### src/rtl/out_port_arbiter.sv
`default_nettype none
// ============================================================================
// Module      : out_port_arbiter
// Description : Three-input round-robin output-port arbiter with destination
//               filtering, bounded bursts and a registered output flit stage.
// Revision    : 1.0 - initial release
// ============================================================================

module out_port_arbiter #(
    parameter int DataWidth = 32,
    parameter int DestMin   = 0,
    parameter int DestMax   = 0,
    parameter int MaxBurst  = 4
) (
    input  logic                 i_mclk,
    input  logic                 i_reset_n,
    input  logic [DataWidth-1:0] i_data1,
    input  logic [DataWidth-1:0] i_data2,
    input  logic [DataWidth-1:0] i_data3,
    input  logic                 i_data_valid1,
    input  logic                 i_data_valid2,
    input  logic                 i_data_valid3,
    output logic                 o_data_ready1,
    output logic                 o_data_ready2,
    output logic                 o_data_ready3,
    output logic [DataWidth-1:0] o_data,
    output logic                 o_data_valid,
    input  logic                 i_data_ready,
    output logic [1:0]           o_grant_src
);

    typedef enum logic [0:0] {
        ST_IDLE  = 1'b0,
        ST_GRANT = 1'b1
    } state_t;

    localparam logic [3:0]  C_BURST_LAST = 4'(MaxBurst - 1);
    localparam logic [31:0] C_DEST_MIN   = 32'(DestMin);
    localparam logic [31:0] C_DEST_MAX   = 32'(DestMax);

    state_t               state_q, state_d;
    logic [1:0]           last_q, last_d;
    logic [1:0]           grant_q, grant_d;
    logic [1:0]           grant_src_q, grant_src_d;
    logic [3:0]           burst_cnt_q, burst_cnt_d;
    logic [DataWidth-1:0] data_q, data_d;
    logic                 data_valid_q, data_valid_d;

    // Requester vectors are indexed by requester ID; slot 0 means "no grant".
    logic [DataWidth-1:0] w_data [4];
    logic [3:0]           w_valid;
    logic [3:0]           w_match;
    logic [3:0]           w_ready;
    logic                 w_load;
    logic                 w_transfer;
    logic [1:0]           w_cand1, w_cand2, w_cand3, w_sel;

    function automatic logic [1:0] next_id(input logic [1:0] id);
        return (id == 2'd3) ? 2'd1 : id + 2'd1;
    endfunction

    always_comb begin
        w_data[0] = '0;
        w_data[1] = i_data1;
        w_data[2] = i_data2;
        w_data[3] = i_data3;
        w_valid   = {i_data_valid3, i_data_valid2, i_data_valid1, 1'b0};
        w_load    = !data_valid_q || i_data_ready;
        w_match   = '0;
        w_ready   = '0;
        for (int k = 1; k < 4; k++) begin
            w_match[k] = w_valid[k]
                      && ({24'd0, w_data[k][DataWidth-1 -: 8]} >= C_DEST_MIN)
                      && ({24'd0, w_data[k][DataWidth-1 -: 8]} <= C_DEST_MAX);
            w_ready[k] = (state_q == ST_GRANT) && (grant_q == 2'(k))
                      && w_match[k] && w_load;
        end
        w_transfer = |w_ready;
    end

    // Search order starts just after the last owner so grants rotate.
    always_comb begin
        w_cand1 = next_id(last_q);
        w_cand2 = next_id(w_cand1);
        w_cand3 = next_id(w_cand2);
        w_sel   = 2'd0;
        if (w_match[w_cand1])      w_sel = w_cand1;
        else if (w_match[w_cand2]) w_sel = w_cand2;
        else if (w_match[w_cand3]) w_sel = w_cand3;
    end

    always_comb begin
        state_d      = state_q;
        last_d       = last_q;
        grant_d      = grant_q;
        grant_src_d  = grant_src_q;
        burst_cnt_d  = burst_cnt_q;
        data_d       = data_q;
        data_valid_d = data_valid_q;

        if (w_load) begin
            if (w_transfer) begin
                data_d       = w_data[grant_q];
                data_valid_d = 1'b1;
            end else begin
                data_valid_d = 1'b0;
            end
        end

        case (state_q)
            ST_IDLE: begin
                if (|w_match) begin
                    state_d     = ST_GRANT;
                    grant_d     = w_sel;
                    grant_src_d = w_sel;
                    burst_cnt_d = 4'd0;
                end
            end
            ST_GRANT: begin
                // A stalled output freezes the grant; otherwise a loaded cycle
                // without a transfer means the owner stopped matching.
                if (w_load) begin
                    if (w_transfer && (burst_cnt_q != C_BURST_LAST)) begin
                        burst_cnt_d = burst_cnt_q + 4'd1;
                    end else begin
                        state_d     = ST_IDLE;
                        last_d      = grant_q;
                        grant_d     = 2'd0;
                        grant_src_d = 2'd0;
                        burst_cnt_d = 4'd0;
                    end
                end
            end
            default: begin
                state_d = ST_IDLE;
            end
        endcase
    end

    always_ff @(posedge i_mclk or negedge i_reset_n) begin
        if (!i_reset_n) begin
            state_q      <= ST_IDLE;
            last_q       <= 2'd3;
            grant_q      <= 2'd0;
            grant_src_q  <= 2'd0;
            burst_cnt_q  <= 4'd0;
            data_q       <= '0;
            data_valid_q <= 1'b0;
        end else begin
            state_q      <= state_d;
            last_q       <= last_d;
            grant_q      <= grant_d;
            grant_src_q  <= grant_src_d;
            burst_cnt_q  <= burst_cnt_d;
            data_q       <= data_d;
            data_valid_q <= data_valid_d;
        end
    end

    assign o_data_ready1 = w_ready[1];
    assign o_data_ready2 = w_ready[2];
    assign o_data_ready3 = w_ready[3];
    assign o_data        = data_q;
    assign o_data_valid  = data_valid_q;
    assign o_grant_src   = grant_src_q;

endmodule

`default_nettype wire
### config.mk
export PLATFORM = sky130hd
export DESIGN_NAME = out_port_arbiter
export DESIGN_NICKNAME = d
export VERILOG_FILES = /design/src/rtl/out_port_arbiter.sv
export SDC_FILE = /design/constraint.sdc
export NUM_CORES = 1
export LEC_CHECK = 0
export CAP_MARGIN = 20
export CORE_ASPECT_RATIO = 1.1
export CORE_MARGIN = 8
export CORE_UTILIZATION = 38
export CTS_CLUSTER_DIAMETER = 60
export CTS_CLUSTER_SIZE = 25
export DETAILED_ROUTE_END_ITERATION = 12
export PLACE_DENSITY = 0.81
export SYNTH_ARGS = -nofsm -noshare
export SYNTH_HDL_FRONTEND = slang
export SYNTH_SLANG_ARGS = --single-unit
export TNS_END_PERCENT = 20
### constraint.sdc
create_clock -name i_mclk -period 2.3 [get_ports i_mclk]
set_input_delay 0.46 -clock i_mclk [delete_from_list [all_inputs] [get_ports i_mclk]]
set_output_delay 0.46 -clock i_mclk [all_outputs]
set_load 0.01 [all_outputs]
* Word level (Yosys, flattened, before mapping)
Index checks and enable logic that the tools add are counted. Widths: inputs -> output; s select.
Cells by class: equal/unequal tests 10, add/sub/neg operators 4, $lt $le $gt $ge 7, bitwise logic cells 3, reduce and logical (&&, ||, !) cells 21, muxes and demuxes 28
Operators by type and width (number):
- $bmux 32 s2 | 1
- $mux 32 | 2
- $le 8x1->1 const B | 3
- $mux 2 | 9
- $logic_and 1x1->1 | 13
- $mux 4 | 3
- $eq 2x2->1 const B | 5
- $lt 2x3->1 const B | 3
- $pmux 4 s2 | 1
- $mux 1 | 7
- $add 2x1->2 const B | 3
- $bmux 1 s2 | 3
- $reduce_and 3->1 | 2
- $reduce_or 3->1 | 2
- $add 4x1->4 const B | 1
- $ne 2x2->1 const B | 2
- $ne 4x2->1 const B | 1
- $pmux 2 s2 | 1
- $reduce_and 2->1 | 2
- $ge 3x3->1 const B | 1
- $not 2->3 | 1
- $eq 2x1->1 const B | 1
- $ne 2x1->1 const B | 1
- $not 1->1 | 2
- 3 further kinds | 3
Storage, ports and cells: bits of input ports 102, output and inout port bits 38, bits in registers 42, word-level logic and storage cells 79

* Depth between registers and ports, before layout
Gate-level depths: netlist (run 1).
depth after elaboration 13, depth in mapped cells 7, depth with buffers taken out 6

* Worst setup path before layout (run 1)
Ideal clock, no wire load.
path type input-to-reg, from input port i_data1[27], to register last_q[0], setup time 85 ps, required time 2215 ps, arrival 2146 ps, path slack 70 ps, stages on the path 6, buffers on the path 1, cell sequence or4_4 or3_1 buf_6 o221ai_2 a21o_2 mux2_1
Between the ends: word-level cells in the longest chain between the ends 8
Ends and longest elaborated chain:
- start, declared | RTL line 17 | input logic [DataWidth-1:0] i_data1,
- $le 8x1->1 | RTL line 74 | && ({24'd0, w_data[k][DataWidth-1 -: 8]} <= C_DEST_MAX);
- $logic_and 1x1->1 | RTL line 74
- $logic_and 1x1->1 (2 in a row) | RTL line 76 | && w_match[k] && w_load;
- $reduce_or 3->1 | RTL line 78 | w_transfer = |w_ready;
- $logic_and 1x1->1 | RTL line 123 | if (w_transfer && (burst_cnt_q != C_BURST_LAST)) begin
- $not 1->1 (no source line)
- $reduce_and 3->1 (no source line)
- end signal, assigned | RTL line 151 | last_q <= last_d;
- end, declared | RTL line 42 | logic [1:0] last_q, last_d;
Every way passes these cells. A chain may end at the register's enable or synchronous reset.

* Worst setup path in the final report (run 1)
from input port i_data3[28], to output port o_data_ready3
Between the ends: word-level cells in the longest chain between the ends 4
Ends and longest elaborated chain:
- start, declared | RTL line 19 | input logic [DataWidth-1:0] i_data3,
- $le 8x1->1 | RTL line 74
- $logic_and 1x1->1 | RTL line 74
- $logic_and 1x1->1 (2 in a row) | RTL line 76
- end, declared | RTL line 25 | output logic o_data_ready3,
Every way passes these cells.

==> impl_metrics.ini, run 1 <==
[grt]
grt_pass1_wl_mm = 12.5
grt_usage = 0.168
antenna_found_initial = 0
grt-ovfl-total = 0
busiest_layer = met2
grt_use_met2 = 0.307
grt_use_met1 = 0.180
grt_max_degree = 36
grt_pass1_vias = 2567
grtUsageMet3 = 0.0576

[worst_setup_path]
path_max_fanout = 2
crit_chain = clkdlybuf4s15_1, or4_4, or3_4, nor3_2, buf_2
path_delay_family = simple AND/OR/NAND/NOR gates
crit_arrival_ns = 1.82
required_ns = 1.84
setup.worst_path.class = in2out
startpoint_type = input port
crit_path_max_incr_delay_ns = 0.51
endpoint_kind = output pin
cp.buffers_inverters = 2
crit_slowest_cell = or4_4

[cells_and_area]
layout_commonest_cell = clkdlybuf4s50_1
syn_to_final_growth_pct = 73.7
num_antenna_cells = 0
layout.nets = 496
nFillCells = 525
drive_gt1_frac = 0.196
instances_no_fill = 472
final_cell_mix = clkdlybuf4s50_1 (122), dfrtp_1 (40), nand2_1 (33)

[yosys]
ys_seq_area_frac = 0.450
yosysTopAreaCellShare = 0.428
synth-seq-cells = 42
synth_area_leaders = dfrtp_1 (43%), mux2_2 (12%), a22oi_1 (7.7%)
syn_area_um2 = 2340
synth.avg_cell_area_um2 = 9.63
synth_cell_types = 40
synth_top_cell_by_area = dfrtp_1
synth_fp_nets = 348
yosys_warnings = 0
syn_inst = 243

[sta]
finalSetupViolCount = 0
rsz0062_at_grt = yes
report.final.slew_viol_count = 0
worstMarginPinSlew_ns = 1.09
final.setup_skew_ns = 0.00564
whs_ns = 0.238
fin_crit_sh = 0.989
layout_min_cycle_time_ns = 2.28
hold_violations = 0
max_slew_margin = 0.270
max_freq_mhz = 439

[routing]
wirelength_mm = 7.59
ant_nets = 0
post-route-drc-count = 0
post_drt_wl_per_cell_um = 16.1
first_pass_iters = 4
viasPerCell = 4.96
num_vias = 2341
drtIter0Drc = 59

[die]
die_area_um2 = 8930
fp.dieH_um = 98.3
coreArea_um2 = 6080
initial_core_util = 0.385
ios = 140
rows = 30
die_x_um = 90.8

[clock_network]
htreeDepth = 2
cts_tree = yes
cts_root_buf = clkbuf_8
clk_pin_slew_ns = 0.08
clkLatencyLatePin_ns = 0.29
ctsHoldBuffers = 0
clockBufferDepth = 2
cts-buffers-inserted = 5
cts_sinks = 42

[power]
p_leak_nw = 1.65
peakVddDrop_v = 0.000279
p_per_area_nw_per_um2 = 469
pwr-share-seq = 0.416
switching_share = 0.293
finalPower_w = 0.00191
clkPwrFrac = 0.246
p_sw_w = 0.000558
pwr-share-comb = 0.338
p_int_w = 0.00135

[place]
port_buffers = 139
dp_hpwl_mm = 6.12
dp_cells = 463
place_congestion = 0.795

[min_path]
hold_path_class = in2async

[flow_run]
max_cap_violations = 0

[run_status]
status = finished clean
registers in the layout (all words and copies together) (netlist names):
register      count
burst_cnt_q       4
last_q            2
o_data           32
o_data_valid      1
o_grant_src       2
state_q           1
final timing paths:
check | depth (start not counted) | slack, ns | from | endpoint
worst max-delay path | 5 | 0.02 | i_data3[28] | o_data_ready3
worst min-delay path | 1 | 0.24 | i_reset_n | o_data_valid
worst max register to register | 4 | 0.28 | o_grant_src[1] | o_data[0]
worst min register to register | 2 | 0.48 | o_data[23] | o_data[23]
max in group asynchronous | 2 | 1.45 | i_reset_n | o_data[14]
min in group i_mclk | 2 | 0.48 | o_data[23] | o_data[23]
layer usage:
layer,wire (µm),part of all wire,vias up
li1,-,-,1169
met1,2920,0.39,1089
met2,4070,0.54,72
met3,503,0.066,11
met4,96,0.013,0
met5,0,0,-
power groups by stage:
stage / combinational (W) / clock, W / sequential (W)
3_3_place_gp: 0.000627 / 0 / 0.000804
3_5_place_dp: 0.000644 / 0 / 0.000806
4_1_cts: 0.000646 / 0.000491 / 0.000792
6_report: 0.000645 / 0.000468 / 0.000793
2_1_floorplan: 0.000341 / 0 / 0.000806
5_1_grt: 0.000715 / 0.000521 / 0.000795
repair_timing:
action	CTS	global route
pin swaps	10	2
gates resized for setup	40	2
endpoints found under the setup margin	10	4
setup buffers	1	0
metrics by stage:
stage          cell area [µm²]   util  setup TNS [ns]  setup slack [ns]
2_1_floorplan             2340      -               0            0.0696
3_3_place_gp              3930  0.647           -7.87            -0.687
3_5_place_dp              3930  0.647           -9.52            -0.706
4_1_cts                   4050  0.666               0           0.00238
5_1_grt                   4060  0.668         -0.0226           -0.0191
6_report                  4060  0.668               0            0.0242
worst reg2reg max path, delay by kind of cell, from the launching register on:
| kind | cells | cell delay [ns] |
|---|---|---|
| and+or+nand+nor | 1 | 0.86 |
| AOI/OAI and AO/OA | 2 | 0.47 |
| DFF | 1 | 0.38 |
| buffers and inverters | 1 | 0.22 |
kinds of logic after synthesis:
logic type,count (synthesis),share of synthesized area
flops,42,0.450
simple gates,83,0.183
compound gates,67,0.187
buf+inv,22,0.0390
mux,26,0.125
fa+ha+maj,3,0.0160
layout make-up:
type,count,area [µm²],area share
timing repair buffer,159,1530,0.376
multi-input combinational,179,1280,0.315
sequential,42,1050,0.259
tap,80,100,0.0246
clock buffer,5,68.8,0.0169
clock inverter,3,18.8,0.00462
inverter,4,15.0,0.00369
synthesized netlist by cell type:
cell type,number
nand2b_1,5
nor3_1,3
o31ai_1,1
buf_2,1
o22ai_1,2
a22oi_1,24
a21o_1,2
dfrtp_1,40
a21o_2,1
a31o_1,1
ha_1,3
nor2_1,7
mux2_1,1
mux2i_1,1
nor2b_1,2
mux2_2,24
or4_1,1
or2_2,1
nor4_1,3
and2_1,9
buf_1,1
nor4b_1,2
inv_1,4
o21ai_0,25
o2bb2ai_1,1
dfstp_2,2
clkbuf_1,15
or4_4,1
a21oi_1,7
nand3b_1,1
nand3_1,6
and2_4,1
o221ai_2,1
buf_6,1
o32a_1,2
nand4_1,1
and4b_1,1
or3_1,5
or3b_2,1
nand2_1,33
Note: power is estimated with default switching activity, not from simulation.
==> run 2, diff against run 1 <==
SKIP_LAST_GASP = 1   (was not set)
==> run 2 against run 1 <==
Net effect:
- design area fell by 0.31%
- first-iteration DRC count is 25% lower
- worst hold slack gained 0.0023 ns
- global-route usage about the same
- wire length down 0.45%
- clock-buffer cell count is the same
- flip-flop and latch count unchanged
- combinational power is essentially flat
- final cell count unchanged
- fmax hardly changed
- critical path depth is the same
==> impl_metrics.ini, run 2 (synthesis gave the netlist of run 1 again) <==
[run_status]
status = finished clean

[grt]
grt_usage = 0.168
grt_max_degree = 36
grt-ovfl-total = 0
antenna_found_initial = 0
grt_pass1_wl_mm = 12.6
grt_pass1_vias = 2578

[sta]
finalSetupTns_ns = 0
layout_setup_ws_ns = 0.0264
layout_min_cycle_time_ns = 2.27
max_slew_margin = 0.270
finalSetupViolCount = 0
hold_violations = 0
worstMarginPinSlew_ns = 1.09
max_freq_mhz = 440
report.final.slew_viol_count = 0
final.setup_skew_ns = 0.00576
fin_crit_sh = 0.989
rsz0062_at_grt = yes

[routing]
ant_nets = 0
post-route-drc-count = 0
met1_length_mm = 2.89
viasPerCell = 4.96
met3_wirelength_um = 513
num_vias = 2342
wl_met2_mm = 4.05
drtIter0Drc = 44
top_layer = met4
wirelength_mm = 7.55
first_pass_iters = 4
post_drt_wl_per_cell_um = 16.0

[place]
dp_cells = 463
dp_hpwl_mm = 6.12
pre_cts_slack_ns = -0.706
place_area_um2 = 3930
place_congestion = 0.795
port_buffers = 139

[min_path]
hold_path_class = in2async

[worst_setup_path]
crit_slowest_cell = or4_4
required_ns = 1.84
setup.worst_path.class = in2out
crit_chain = clkdlybuf4s15_1, or4_4, or3_4, nor3_2, buf_2
path_max_fanout = 2
crit_path_max_incr_delay_ns = 0.51
endpoint_kind = output pin
startpoint_type = input port
crit_arrival_ns = 1.81

[cells_and_area]
layout.nets = 496
num_antenna_cells = 0
instances_no_fill = 472
final_core_util = 0.666
stdcell_area_um2 = 4050
layout_commonest_cell = clkdlybuf4s50_1
final_cell_mix = clkdlybuf4s50_1 (122), dfrtp_1 (40), nand2_1 (33)
syn_to_final_growth_pct = 73.2
drive_gt1_frac = 0.194
largest_reg_flops = 32

[die]
coreArea_um2 = 6080
rows = 30
die_area_um2 = 8930
die_x_um = 90.8
fp.dieH_um = 98.3
ios = 140
initial_core_util = 0.385

[clock_network]
clkLatencyLatePin_ns = 0.29
cts_sinks = 42
clk_pin_slew_ns = 0.08
cts-buffers-inserted = 5
cts_root_buf = clkbuf_8
cts_tree = yes
htreeDepth = 2
ctsHoldBuffers = 0
clockBufferDepth = 2

[power]
peakVddDrop_v = 0.000278
p_leak_nw = 1.64
p_per_area_nw_per_um2 = 470

[flow_run]
max_cap_violations = 0
## run 2: cell counts in the layout (fill, tap and decap cells not counted)
No cell type changed its count.
## run 2: worst max-delay path: cells and delay by family
| kind | cells | cell delay [ns] |
|---|---|---|
| buf+inv | 2 | 0.32 |
| simple gates | 3 | 1.02 |
## run 2: what timing repair did
item / in CTS / in global routing
buffers inserted: 1 / 0
gates resized for setup: 39 / 1
pin swaps: 10 / 1
endpoints found under the setup margin: 10 / 4
endpoints found under the hold margin: 0 / 0
## run 2: layer usage
| metal | track usage | vias up |
|---|---|---|
| li1 | - | 1171 |
| met1 | 0.180 | 1084 |
| met2 | 0.309 | 76 |
| met5 | 0 | - |
| met4 | 0.0391 | 0 |
| met3 | 0.0576 | 11 |
## run 2: layout make-up
cell class	count	area, µm²
Inverter	4	15.0
Timing Repair Buffer	159	1530
Sequential cell	42	1050
Fill cell	531	2030
Clock inverter	3	18.8
Multi-Input combinational cell	179	1270
Clock buffer	5	68.8
Tap cell	80	100
## run 2: final timing paths
check | startpoint | endpoint | slack, ns | cells after the start
max | i_data3[28] | o_data_ready3 | 0.03 | 5
min | i_reset_n | o_data_valid | 0.24 | 1
max reg2reg | o_grant_src[1] | o_data[0] | 0.29 | 4
min reg2reg | o_data[23] | o_data[23] | 0.48 | 2
max in group asynchronous | i_reset_n | o_data[14] | 1.45 | 2
min in group i_mclk | o_data[23] | o_data[23] | 0.48 | 2
## run 2: power breakdown
part	leakage [nW]	total (W)	internal, W	switching, W
sequential	0.579	0.000793	0.000771	0.0000220
clock	0.0483	0.000468	0.000214	0.000254
combinational	1.02	0.000642	0.000363	0.000279
## run 2: through the flow
step	total power [W]	hold slack [ns]
CTS	0.00193	0.265
detailed placement	0.00145	0.469
floorplan	0.00115	0.164
global route	0.00203	0.313
global placement	0.00143	0.461
finish	0.00190	0.240
